<file path="src/rtl/player_motion_if.sv">
// player_motion_if: button/vsync inputs and committed position outputs of the player motion sequencer
interface player_motion_if;
  logic       vsync;
  logic       enable;
  logic       left;
  logic       right;
  logic       up;
  logic       flip_vert;
  logic       home;
  logic [9:0] x;
  logic [9:0] y;
  logic       step_done;
  logic       busy;
  modport master (
    output vsync, enable, left, right, up, flip_vert, home,
    input  x, y, step_done, busy
  );
  modport slave (
    input  vsync, enable, left, right, up, flip_vert, home,
    output x, y, step_done, busy
  );
endinterface

</file>
<file path="src/rtl/player_motion_ctrl.sv">
// player_motion_ctrl: frame-synchronous sprite position sequencer with clamped, atomic x/y commit
module player_motion_ctrl #(
  parameter int X_RESET         = 310,
  parameter int Y_RESET         = 230,
  parameter int X_MIN           = 0,
  parameter int X_MAX           = 620,
  parameter int Y_MIN           = 0,
  parameter int Y_MAX           = 460,
  parameter int STEP            = 1,
  parameter int FRAMES_PER_STEP = 2
) (
  input logic            clk,
  input logic            rst,
  player_motion_if.slave pm
);
  localparam logic [10:0] XR  = 11'(X_RESET);
  localparam logic [10:0] YR  = 11'(Y_RESET);
  localparam logic [10:0] XMN = 11'(X_MIN);
  localparam logic [10:0] XMX = 11'(X_MAX);
  localparam logic [10:0] YMN = 11'(Y_MIN);
  localparam logic [10:0] YMX = 11'(Y_MAX);
  localparam logic [10:0] ST  = 11'(STEP);
  localparam logic [7:0]  FPS_M1 = 8'(FRAMES_PER_STEP - 1);
  typedef enum logic [2:0] {IDLE, WAIT_FRAME, SAMPLE, APPLY, COMMIT} state_t;
  state_t      state, state_nxt;
  logic [7:0]  frame_cnt, frame_cnt_nxt;
  logic        vs_d, frame_tick;
  logic        l_left, l_right, l_up, l_flip, l_home;
  logic [10:0] xsum, ysum;
  logic [9:0]  x_calc, y_calc, nx, ny, x_q, y_q;
  assign frame_tick   = vs_d & ~pm.vsync;
  assign pm.x         = x_q;
  assign pm.y         = y_q;
  assign pm.step_done = state == COMMIT;
  assign pm.busy      = state == SAMPLE || state == APPLY || state == COMMIT;
  // sequencer state and frame divider registers
  always_ff @(posedge clk or negedge rst) begin
    if (!rst) begin
      state     <= IDLE;
      frame_cnt <= '0;
    end else begin
      state     <= state_nxt;
      frame_cnt <= frame_cnt_nxt;
    end
  end
  // next state: enable is only honoured before a sequence starts; ticks are ignored once busy
  always_comb begin
    state_nxt     = state;
    frame_cnt_nxt = frame_cnt;
    case (state)
      IDLE: begin
        state_nxt     = pm.enable ? WAIT_FRAME : IDLE;
        frame_cnt_nxt = pm.enable ? '0 : frame_cnt;
      end
      WAIT_FRAME: begin
        if (!pm.enable) begin
          state_nxt     = IDLE;
          frame_cnt_nxt = '0;
        end else if (frame_tick) begin
          state_nxt     = frame_cnt == FPS_M1 ? SAMPLE : WAIT_FRAME;
          frame_cnt_nxt = frame_cnt == FPS_M1 ? '0 : frame_cnt + 8'd1;
        end
      end
      SAMPLE:  state_nxt = APPLY;
      APPLY:   state_nxt = COMMIT;
      COMMIT:  state_nxt = WAIT_FRAME;
      default: state_nxt = IDLE;
    endcase
  end
  // clamped next position; sums carry an extra bit so the upper clamp never sees a wrapped value
  always_comb begin
    xsum   = {1'b0, x_q} + ST;
    ysum   = {1'b0, y_q} + ST;
    x_calc = l_home ? XR[9:0] :
             (l_left & ~l_right) ? ({1'b0, x_q} < XMN + ST ? XMN[9:0] : x_q - ST[9:0]) :
             (l_right & ~l_left) ? (xsum > XMX ? XMX[9:0] : xsum[9:0]) : x_q;
    y_calc = l_home ? YR[9:0] : ~l_up ? y_q :
             l_flip ? (ysum > YMX ? YMX[9:0] : ysum[9:0]) :
             ({1'b0, y_q} < YMN + ST ? YMN[9:0] : y_q - ST[9:0]);
  end
  // vsync edge flop, input latch, working position and atomic commit of x/y
  always_ff @(posedge clk or negedge rst) begin
    if (!rst) begin
      vs_d    <= 1'b1;
      l_left  <= 1'b0;
      l_right <= 1'b0;
      l_up    <= 1'b0;
      l_flip  <= 1'b0;
      l_home  <= 1'b0;
      nx      <= XR[9:0];
      ny      <= YR[9:0];
      x_q     <= XR[9:0];
      y_q     <= YR[9:0];
    end else begin
      vs_d <= pm.vsync;
      if (state == SAMPLE) begin
        l_left  <= pm.left;
        l_right <= pm.right;
        l_up    <= pm.up;
        l_flip  <= pm.flip_vert;
        l_home  <= pm.home;
      end
      if (state == APPLY) begin
        nx <= x_calc;
        ny <= y_calc;
      end
      if (state == COMMIT) begin
        x_q <= nx;
        y_q <= ny;
      end
    end
  end
endmodule

</file>
<file path="src/flat_wrapper.sv">
// flat-port wrapper written by rule: the top's interface ports become plain ports
module player_motion_ctrl_flat 
#(
  parameter int X_RESET         = 310,
  parameter int Y_RESET         = 230,
  parameter int X_MIN           = 0,
  parameter int X_MAX           = 620,
  parameter int Y_MIN           = 0,
  parameter int Y_MAX           = 460,
  parameter int STEP            = 1,
  parameter int FRAMES_PER_STEP = 2
)
  (clk, rst, pm_vsync, pm_enable, pm_left, pm_right, pm_up, pm_flip_vert, pm_home, pm_x, pm_y, pm_step_done, pm_busy);
  player_motion_if pm_i ();
  input logic clk;
  input logic rst;
  input wire logic [$bits(pm_i.vsync)-1:0] pm_vsync;
  input wire logic [$bits(pm_i.enable)-1:0] pm_enable;
  input wire logic [$bits(pm_i.left)-1:0] pm_left;
  input wire logic [$bits(pm_i.right)-1:0] pm_right;
  input wire logic [$bits(pm_i.up)-1:0] pm_up;
  input wire logic [$bits(pm_i.flip_vert)-1:0] pm_flip_vert;
  input wire logic [$bits(pm_i.home)-1:0] pm_home;
  output wire logic [$bits(pm_i.x)-1:0] pm_x;
  output wire logic [$bits(pm_i.y)-1:0] pm_y;
  output wire logic [$bits(pm_i.step_done)-1:0] pm_step_done;
  output wire logic [$bits(pm_i.busy)-1:0] pm_busy;
  assign pm_i.vsync = pm_vsync;
  assign pm_i.enable = pm_enable;
  assign pm_i.left = pm_left;
  assign pm_i.right = pm_right;
  assign pm_i.up = pm_up;
  assign pm_i.flip_vert = pm_flip_vert;
  assign pm_i.home = pm_home;
  assign pm_x = pm_i.x;
  assign pm_y = pm_i.y;
  assign pm_step_done = pm_i.step_done;
  assign pm_busy = pm_i.busy;
  player_motion_ctrl #(.X_RESET(X_RESET), .Y_RESET(Y_RESET), .X_MIN(X_MIN), .X_MAX(X_MAX), .Y_MIN(Y_MIN), .Y_MAX(Y_MAX), .STEP(STEP), .FRAMES_PER_STEP(FRAMES_PER_STEP)) u_core (.clk(clk), .rst(rst), .pm(pm_i));
endmodule
</file>
<file path="config.mk">
export PLATFORM = sky130hd
export DESIGN_NAME = player_motion_ctrl_flat
export DESIGN_NICKNAME = d
export VERILOG_FILES = /design/src/rtl/player_motion_if.sv /design/src/rtl/player_motion_ctrl.sv /design/src/flat_wrapper.sv
export SDC_FILE = /design/constraint.sdc
export NUM_CORES = 1
export LEC_CHECK = 0
export ABC_CLOCK_PERIOD_IN_PS = 3220
export CAP_MARGIN = 20
export CORE_ASPECT_RATIO = 1.5
export CORE_UTILIZATION = 58
export CTS_CLUSTER_DIAMETER = 60
export DETAILED_ROUTE_END_ITERATION = 10
export GPL_ROUTABILITY_DRIVEN = 0
export PLACE_DENSITY = 0.79
export SETUP_SLACK_MARGIN = 0.3
export SYNTH_ARGS = -nofsm -noshare
export SYNTH_HDL_FRONTEND = slang
export SYNTH_SLANG_ARGS = --single-unit
export TNS_END_PERCENT = 10
</file>
<file path="constraint.sdc">
create_clock -name clk -period 3.22 [get_ports clk]
set_input_delay 0.966 -clock clk [delete_from_list [all_inputs] [get_ports clk]]
set_output_delay 0.966 -clock clk [all_outputs]
set_load 0.03 [all_outputs]
</file>
After elaboration in Yosys (flattened, before gate mapping)
Cells that the tools add are included.
{ "word_totals": {"elab_cells": 59, "register_bits": 57, "out_inout_bits": 22, "in_bits": 9} }
{ "op_classes": {"n_bitwise": 6, "add_sub_neg": 5, "reduce_logical": 5, "magnitude_cmp": 4, "muxes": 20, "n_eq_ne": 7} }
{ "ops": {"columns": ["cell", "n"], "rows": [
  ["$mux W10", 10],
  ["$mux W8", 4],
  ["$add A10 B1 Y11 const B", 2],
  ["$lt A10 B1 Y1 const B", 2],
  ["$sub A10 B1 Y10 const B", 2],
  ["$pmux W8 S2", 1],
  ["$pmux W3 S5", 1],
  ["$gt A11 B10 Y1 const B", 1],
  ["$gt A11 B9 Y1 const B", 1],
  ["$add A8 B1 Y8 const B", 1],
  ["$eq A8 B1 Y1 const B", 1],
  ["$eq A3 B2 Y1 const B", 2],
  ["$mux W3", 2],
  ["$and A1 B1 Y1", 3],
  ["$eq A3 B1 Y1 const B", 1],
  ["$eq A3 B3 Y1 const B", 1],
  ["$logic_not A3 Y1", 1],
  ["$ne A3 B2 Y1 const B", 1],
  ["$not A1 Y1", 3],
  ["$reduce_and A3 Y1", 1],
  ["$logic_or A1 B1 Y1", 2],
  ["$mux W2", 1],
  ["$ne A2 B2 Y1 const B", 1],
  ["$reduce_bool A2 Y1", 1],
  ["$mux W1", 1]
]} }

Longest topological paths before layout
Gate-level depths: netlist of run 1.
{ "depth": {"word_depth": 6, "ltp_mapped": 9} }

Worst setup path before layout of run 1
Ideal clock, no wire load.
{ "synth_path": {"path_type": "reg-to-reg", "from": "register u_core.x_q[1] (netlist: u_core.pm.x[1])", "to": "register u_core.nx[3]", "setup_time_ns": 0.141, "arrival_time_ns": 2.330, "slack_ns": 0.749, "stages_incl_launch_ff": 9, "synth_period_minus_slack_ns": 2.471, "path_cell_list": "dfstp_2 -> ha_1 -> clkbuf_1 -> xnor2_1 -> nand2_1 -> mux2_2 -> nor4_2 -> o31a_1 -> a31oi_1"} }
{ "synth_between": {"elab_chain_len": 6} }
{ "synth_lines": {"columns": ["element", "line", "rtl"], "rows": [
  ["start, declared", "player_motion_ctrl.sv:30", "logic [9:0] x_calc, y_calc, nx, ny, x_q, y_q;"],
  ["start signal, assigned", "player_motion_ctrl.sv:92", "x_q <= XR[9:0];"],
  ["start signal, assigned", "player_motion_ctrl.sv:108", "x_q <= nx;"],
  ["$add A10 B1 Y11", "player_motion_ctrl.sv:72", "xsum = {1'b0, x_q} + ST;"],
  ["$gt A11 B10 Y1", "player_motion_ctrl.sv:76", "(l_right & ~l_left) ? (xsum > XMX ? XMX[9:0] : xsum[9:0]) : x_q;"],
  ["$mux W10 (2 in a row)", "player_motion_ctrl.sv:76", null],
  ["$mux W10 *", "player_motion_ctrl.sv:75", "(l_left & ~l_right) ? ({1'b0, x_q} < XMN + ST ? XMN[9:0] : x_q - ST[9:0]) :"],
  ["$mux W10 *", "player_motion_ctrl.sv:74", "x_calc = l_home ? XR[9:0] :"],
  ["end signal, assigned", "player_motion_ctrl.sv:90", "nx <= XR[9:0];"],
  ["end signal, assigned", "player_motion_ctrl.sv:104", "nx <= x_calc;"],
  ["end, declared", "player_motion_ctrl.sv:30", null]
]} }
Every way passes the cells marked *; elsewhere a longest branch is shown, timed or not.
A chain may end at the register's enable or synchronous reset.

Final worst setup path of run 1
{ "layout_path": {"from": "register u_core.x_q[2] (netlist: u_core.pm.x[2])", "to": "output port pm_x[2]"} }
{ "layout_rtl": {"columns": ["element", "line", "rtl"], "rows": [
  ["end, declared", "flat_wrapper.sv:24", "output wire logic [$bits(pm_i.x)-1:0] pm_x;"]
]} }
No word-level cell between the ends.

==> results.py, run 1 <==
metrics = {
    "sta": {
        "finalCritPeriodShare_pct": 87.3,
        "max_freq_mhz": 356,
        "holdWs_ps": 486,
        "fin_tns_setup_ps": 0,
        "slew_headroom_pct": 35.5,
        "fin_crit_ps": 2810,
        "skew_ps": 10.2,
        "worstMarginPinSlew_ps": 967,
        "grt_setup_unrepaired": "true",
        "drv_slew": 0,
        "setup_viol": 0,
        "finalHoldViolCount": 0,
        "timing.final.ws_setup_ps": 408,
    },
    "global_route": {
        "grt_use_met3_pct": 6.92,
        "track_usage_pct": 31.2,
        "antenna_found_initial": 0,
        "busiest_layer": "met2",
        "use_met1_pct": 37.6,
        "grt_pass1_vias": 3438,
        "grt.overflow.total": 0,
        "grtUsageMet2_pct": 51.2,
        "grt_pass1_wl_um": 16400,
        "grt_max_degree": 45,
    },
    "placement": {
        "port-buffer-count": 30,
        "place_area_um2": 4200,
        "dpl.hpwl_um": 6850,
        "dp_slack_ps": 442,
    },
    "cells_and_area": {
        "antennaDiodeCount": 0,
        "drive_gt1_share_pct": 17.3,
        "area_delta_synth_final_pct": 13.3,
        "finish.utilization_pct": 68.1,
        "final_cell_area_um2": 4420,
        "nets": 484,
    },
    "die": {
        "io_pins": 31,
        "die_y_um": 102,
        "die_area_um2": 7060,
        "core.rowCount": 36,
        "initial_core_util_pct": 60.1,
        "core_um2": 6490,
        "die_x_um": 68.9,
    },
    "logic_synthesis": {
        "synth-main-ff-cell": "dfrtp_1",
        "ys_async_sr_fraction_pct": 100,
        "synth_area_um2": 3900,
        "synth_top_area_share_pct": 23.1,
        "synth.ff_latch_count": 57,
        "ys_warn_count": 0,
        "synth_edf_count": 0,
        "synth_cell_types": 67,
        "yosysSeqAreaShare_pct": 37.3,
        "avgSynthCellArea_um2": 8.53,
        "syn_inst": 457,
        "synth_area_leaders": "dfrtp_1 (23%), dfstp_2 (14%), mux2_2 (5.5%)",
        "synth_top_cell_by_area": "dfrtp_1",
        "synthesis.nets": 472,
    },
    "critical_path": {
        "worstPathCellList": "clkdlybuf4s50_1",
        "critPathLaunchType": "flop",
        "cp.arrival_ps": 1850,
        "crit_path_max_fanout": 18,
        "worstSetupPathDepth": 1,
        "critical_path_class": "flop to output pin",
        "rrSetupSlack_ps": 450,
        "r2r_cells": 7,
        "worstReg2RegStart": "u_core.pm.x[1]$_DFFE_PN1P_",
        "crit_family": "flip-flops",
        "crit_end": "pm_x[2]",
        "critPathRequiredTime_ps": 2250,
        "r2r_end": "u_core.nx[6]$_DFFE_PN0P_",
        "crit_path_end_kind": "output pin",
        "cp_slowest_cell": "dfstp_2",
        "critical-path-max-stage-delay_ps": 750,
        "startpoint": "u_core.pm.x[2]$_DFFE_PN1P_",
        "cp_num_buf_inv": 1,
    },
    "clocking": {
        "clk_latency_ps": 350,
        "ctsHoldBuffers": 0,
        "cts_tree": "done",
        "clock-sinks": 57,
        "htreeDepth": 3,
        "clkSlewWorstSetupHoldPaths_ps": 70,
        "root_buffer": "clkbuf_8",
        "cts_buffers": 9,
        "cts_resized": 1,
        "cts.path.max_buffers": 2,
        "post_cts.repair.setup_buffers": 0,
    },
    "detailed_routing": {
        "wl_per_cell_um": 18.2,
        "ant_nets": 0,
        "via_per_inst": 6.65,
        "drt_pass1_iterations": 4,
        "drt_wl_total_um": 10000,
        "num_vias": 3656,
        "drc": 0,
        "drt_iter0_markers": 227,
    },
    "flow_run": {
        "cap_violations": 0,
    },
    "power": {
        "ir_drop_mv": 0.610,
        "powerDensity_nw_per_um2": 839,
        "power.leakage_nw": 1.72,
    },
    "outcome": {
        "status": "completed",
    },
    "min_path": {
        "hp-class": "flop to flop",
    },
}
## worst min-delay path by stage
stage,startpoint,slack (ps),cells after the start,end
final,u_core.ny[1]$_DFFE_PN1P_,490,2,u_core.pm.y[1]$_DFFE_PN1P_
after detailed placement,u_core.nx[0]$_DFFE_PN0P_,470,2,u_core.nx[0]$_DFFE_PN0P_
after floorplan,u_core.nx[9]$_DFFE_PN0P_,440,2,u_core.nx[9]$_DFFE_PN0P_
after CTS,u_core.nx[0]$_DFFE_PN0P_,490,2,u_core.nx[0]$_DFFE_PN0P_
after global placement,u_core.nx[9]$_DFFE_PN0P_,460,2,u_core.nx[9]$_DFFE_PN0P_
after global routing,u_core.nx[0]$_DFFE_PN0P_,510,2,u_core.nx[0]$_DFFE_PN0P_
## area by class of cell
| class | count | area (um2) |
|---|---|---|
| Multi-Input combinational cell | 347 | 2230 |
| Fill cell | 557 | 2070 |
| Sequential cell | 57 | 1450 |
| Timing Repair Buffer | 40 | 372 |
| Clock buffer | 12 | 165 |
| Tap cell | 76 | 95.1 |
| Inverter | 14 | 52.6 |
| Clock inverter | 4 | 50.0 |
## power breakdown
part | leakage [nW] | switching [mW] | internal, mW
logic | 0.911 | 0.831 | 0.722
clock network | 0.105 | 0.307 | 0.419
registers | 0.707 | 0.432 | 0.993
## flip-flops by register name, indices dropped and copies added (netlist names)
name,count
u_core.pm.x,10
u_core.l_up,1
u_core.vs_d,1
u_core.state,3
u_core.l_right,1
u_core.ny,10
u_core.nx,10
u_core.l_left,1
u_core.l_home,1
u_core.l_flip,1
u_core.frame_cnt,8
u_core.pm.y,10
## routing by layer
metal | vias up | wire (um)
li1 | 1714 | -
met1 | 1765 | 4150
met2 | 149 | 5010
met3 | 28 | 577
met4 | 0 | 286
met5 | - | 0
## kinds of logic (layout without fill, tap and decap cells)
family	Yosys count	after routing	share of synthesized area [%]
buffers and inverters	53	70	5.68
DFF	57	57	37.3
xor gates and xnor gates	11	11	2.47
and+or+nand+nor	178	178	24.2
adders and majority gates	6	6	1.93
AOI/OAI and AO/OA	130	130	22.2
muxes	22	22	6.26
## cell usage in the layout (no fill, tap or decap), types with 6 or more instances in the layout
| master | instances |
|---|---|
| inv_1 | 14 |
| o31ai_1 | 6 |
| o21ai_0 | 38 |
| nand4_1 | 8 |
| nor3_1 | 13 |
| mux2_2 | 19 |
| ha_1 | 6 |
| a21oi_1 | 21 |
| a31oi_1 | 10 |
| nand3_1 | 19 |
| dfstp_2 | 21 |
| nand2b_1 | 12 |
| nand2_1 | 39 |
| xnor2_1 | 8 |
| clkbuf_8 | 12 |
| buf_4 | 10 |
| nor2_1 | 35 |
| clkdlybuf4s50_1 | 27 |
| dfrtp_1 | 36 |
| and3_1 | 10 |
## through the flow
step	instances	total power, mW
2_1_floorplan	457	2.53
3_3_place_gp	534	2.90
3_5_place_dp	534	2.95
4_1_cts	550	3.69
5_1_grt	550	3.94
6_report	550	3.70
## Yosys cell counts, types with 4 or more instances
| master | n |
|---|---|
| o31ai_1 | 6 |
| o21a_1 | 4 |
| or2_2 | 5 |
| dfrtp_1 | 36 |
| or4_1 | 5 |
| ha_1 | 6 |
| nor2b_1 | 4 |
| a21oi_1 | 21 |
| o21ai_0 | 38 |
| or3_1 | 4 |
| dfstp_2 | 21 |
| nor2_1 | 35 |
| xnor2_1 | 8 |
| o211ai_1 | 4 |
| nand2_1 | 39 |
| nor3_1 | 14 |
| clkbuf_1 | 31 |
| mux2_2 | 19 |
| nand2b_1 | 12 |
| and3_1 | 10 |
| inv_1 | 14 |
| nand4_1 | 8 |
| nor4_1 | 5 |
| a31oi_1 | 10 |
| nand3_1 | 19 |
Power figures use the tool's default switching activity.
==> inputs of run 2 (changes only) <==
REMOVE_ABC_BUFFERS = 1   (was not set)
==> results.py, run 2 (synthesis gave the netlist of run 1 again) <==
metrics = {
    "global_route": {
        "track_usage_pct": 30.7,
        "use_met1_pct": 36.3,
        "grt.overflow.total": 0,
        "grtUsageMet2_pct": 50.6,
        "grt_pass1_vias": 3334,
        "grt_use_met3_pct": 7.48,
        "busiest_layer": "met2",
        "grt_max_degree": 31,
        "grt_pass1_wl_um": 15900,
        "antenna_found_initial": 0,
    },
    "outcome": {
        "status": "completed",
    },
    "clocking": {
        "htreeDepth": 3,
        "root_buffer": "clkbuf_8",
        "clock-sinks": 57,
        "cts_tree": "done",
        "cts.path.max_buffers": 2,
        "post_cts.repair.setup_buffers": 0,
        "cts_buffers": 9,
        "clkSlewWorstSetupHoldPaths_ps": 70,
        "clk_latency_ps": 360,
        "ctsHoldBuffers": 0,
    },
    "critical_path": {
        "worstPathCellList": "clkdlybuf4s50_1",
        "cp_slowest_cell": "clkdlybuf4s50_1",
        "critical-path-max-stage-delay_ps": 740,
        "crit_path_end_kind": "output pin",
        "cp_num_buf_inv": 1,
        "crit_path_max_fanout": 18,
        "critPathRequiredTime_ps": 2250,
        "critPathLaunchType": "flop",
        "crit_family": "buffers and inverters",
        "cp.arrival_ps": 1820,
        "critical_path_class": "flop to output pin",
    },
    "cells_and_area": {
        "antennaDiodeCount": 0,
        "stdcell_count": 548,
        "final_cell_mix": "nand2_1 (39), o21ai_0 (38), dfrtp_1 (36)",
        "final_common_cell": "nand2_1",
        "nets": 482,
        "regArea_um2": 1450,
        "final_cell_area_um2": 4390,
        "fillers": 544,
        "drive_gt1_share_pct": 16.7,
        "area_delta_synth_final_pct": 12.7,
        "finish.utilization_pct": 67.7,
        "multi_input_area_um2": 2230,
    },
    "sta": {
        "max_freq_mhz": 359,
        "setup_viol": 0,
        "grt_setup_unrepaired": "true",
        "finalHoldViolCount": 0,
        "drv_slew": 0,
        "worstMarginPinSlew_ps": 747,
        "fin_tns_setup_ps": 0,
        "fin_crit_ps": 2790,
        "timing.final.ws_setup_ps": 431,
        "slew_headroom_pct": 50.2,
        "skew_ps": 11.1,
        "finalCritPeriodShare_pct": 86.6,
        "holdWs_ps": 481,
    },
    "die": {
        "die_y_um": 102,
        "core_um2": 6490,
        "die_x_um": 68.9,
        "die_area_um2": 7060,
        "io_pins": 31,
        "core.rowCount": 36,
        "initial_core_util_pct": 60.1,
    },
    "placement": {
        "port-buffer-count": 30,
        "dp_slack_ps": 479,
        "dpl.hpwl_um": 6880,
        "dp_cells": 532,
        "place_area_um2": 4200,
    },
    "detailed_routing": {
        "drt_wl_total_um": 9930,
        "ant_nets": 0,
        "drt_pass1_iterations": 5,
        "wl_per_cell_um": 18.1,
        "num_vias": 3615,
        "via_per_inst": 6.60,
        "drc": 0,
        "drt_iter0_markers": 418,
    },
    "power": {
        "combPwrFrac_pct": 42.9,
        "p_switching_mw": 1.58,
        "seq_power_share_pct": 38.6,
        "power.share.switching_pct": 43.0,
        "internal_power_mw": 2.09,
        "powerDensity_nw_per_um2": 834,
        "pwr-share-clk_pct": 18.6,
        "ir_drop_mv": 0.675,
        "power.leakage_nw": 1.71,
        "power_mw": 3.67,
    },
    "min_path": {
        "hp-class": "flop to flop",
    },
    "flow_run": {
        "cap_violations": 0,
    },
}
[run 2: area by class of cell]
class / count / share of cell area [%]
Multi-Input combinational cell: 347 / 50.7
Sequential cell: 57 / 33.1
Timing Repair Buffer: 38 / 8.40
Clock buffer: 11 / 3.22
Tap cell: 76 / 2.16
Clock inverter: 5 / 1.25
Inverter: 14 / 1.20
[run 2: final timing paths]
path / startpoint / endpoint / slack (ps) / cells after the start
max reg2reg: u_core.pm.x[1]$_DFFE_PN1P_ / u_core.nx[7]$_DFFE_PN0P_ / 480 / 7
min reg2reg: u_core.ny[1]$_DFFE_PN1P_ / u_core.pm.y[1]$_DFFE_PN1P_ / 480 / 2
min in group asynchronous: rst / u_core.pm.x[3]$_DFFE_PN0P_ / 660 / 1
max in group asynchronous: rst / u_core.pm.x[2]$_DFFE_PN1P_ / 1890 / 2
max: u_core.pm.x[2]$_DFFE_PN1P_ / pm_x[2] / 430 / 1
min: u_core.ny[1]$_DFFE_PN1P_ / u_core.pm.y[1]$_DFFE_PN1P_ / 480 / 2
[run 2: power groups by stage]
stage | Combinational [mW] | Sequential [mW] | Clock [mW]
after floorplan | 1.04 | 1.41 | 0
after global placement | 1.50 | 1.40 | 0
after detailed placement | 1.54 | 1.41 | 0
after CTS | 1.56 | 1.40 | 0.690
after global routing | 1.72 | 1.46 | 0.727
final | 1.57 | 1.41 | 0.681
[run 2: timing repair]
action / 4_1_cts / 5_1_grt
pin swaps: 0 / 0
setup endpoints to repair: 1 / 2
gates resized for setup: 1 / 1
gates cloned: 0 / 0
[run 2: per-layer routing]
layer	vias up	wire length (um)
li1	1706	-
met1	1755	4030
met2	126	5100
met3	28	514
met4	0	286
met5	-	0
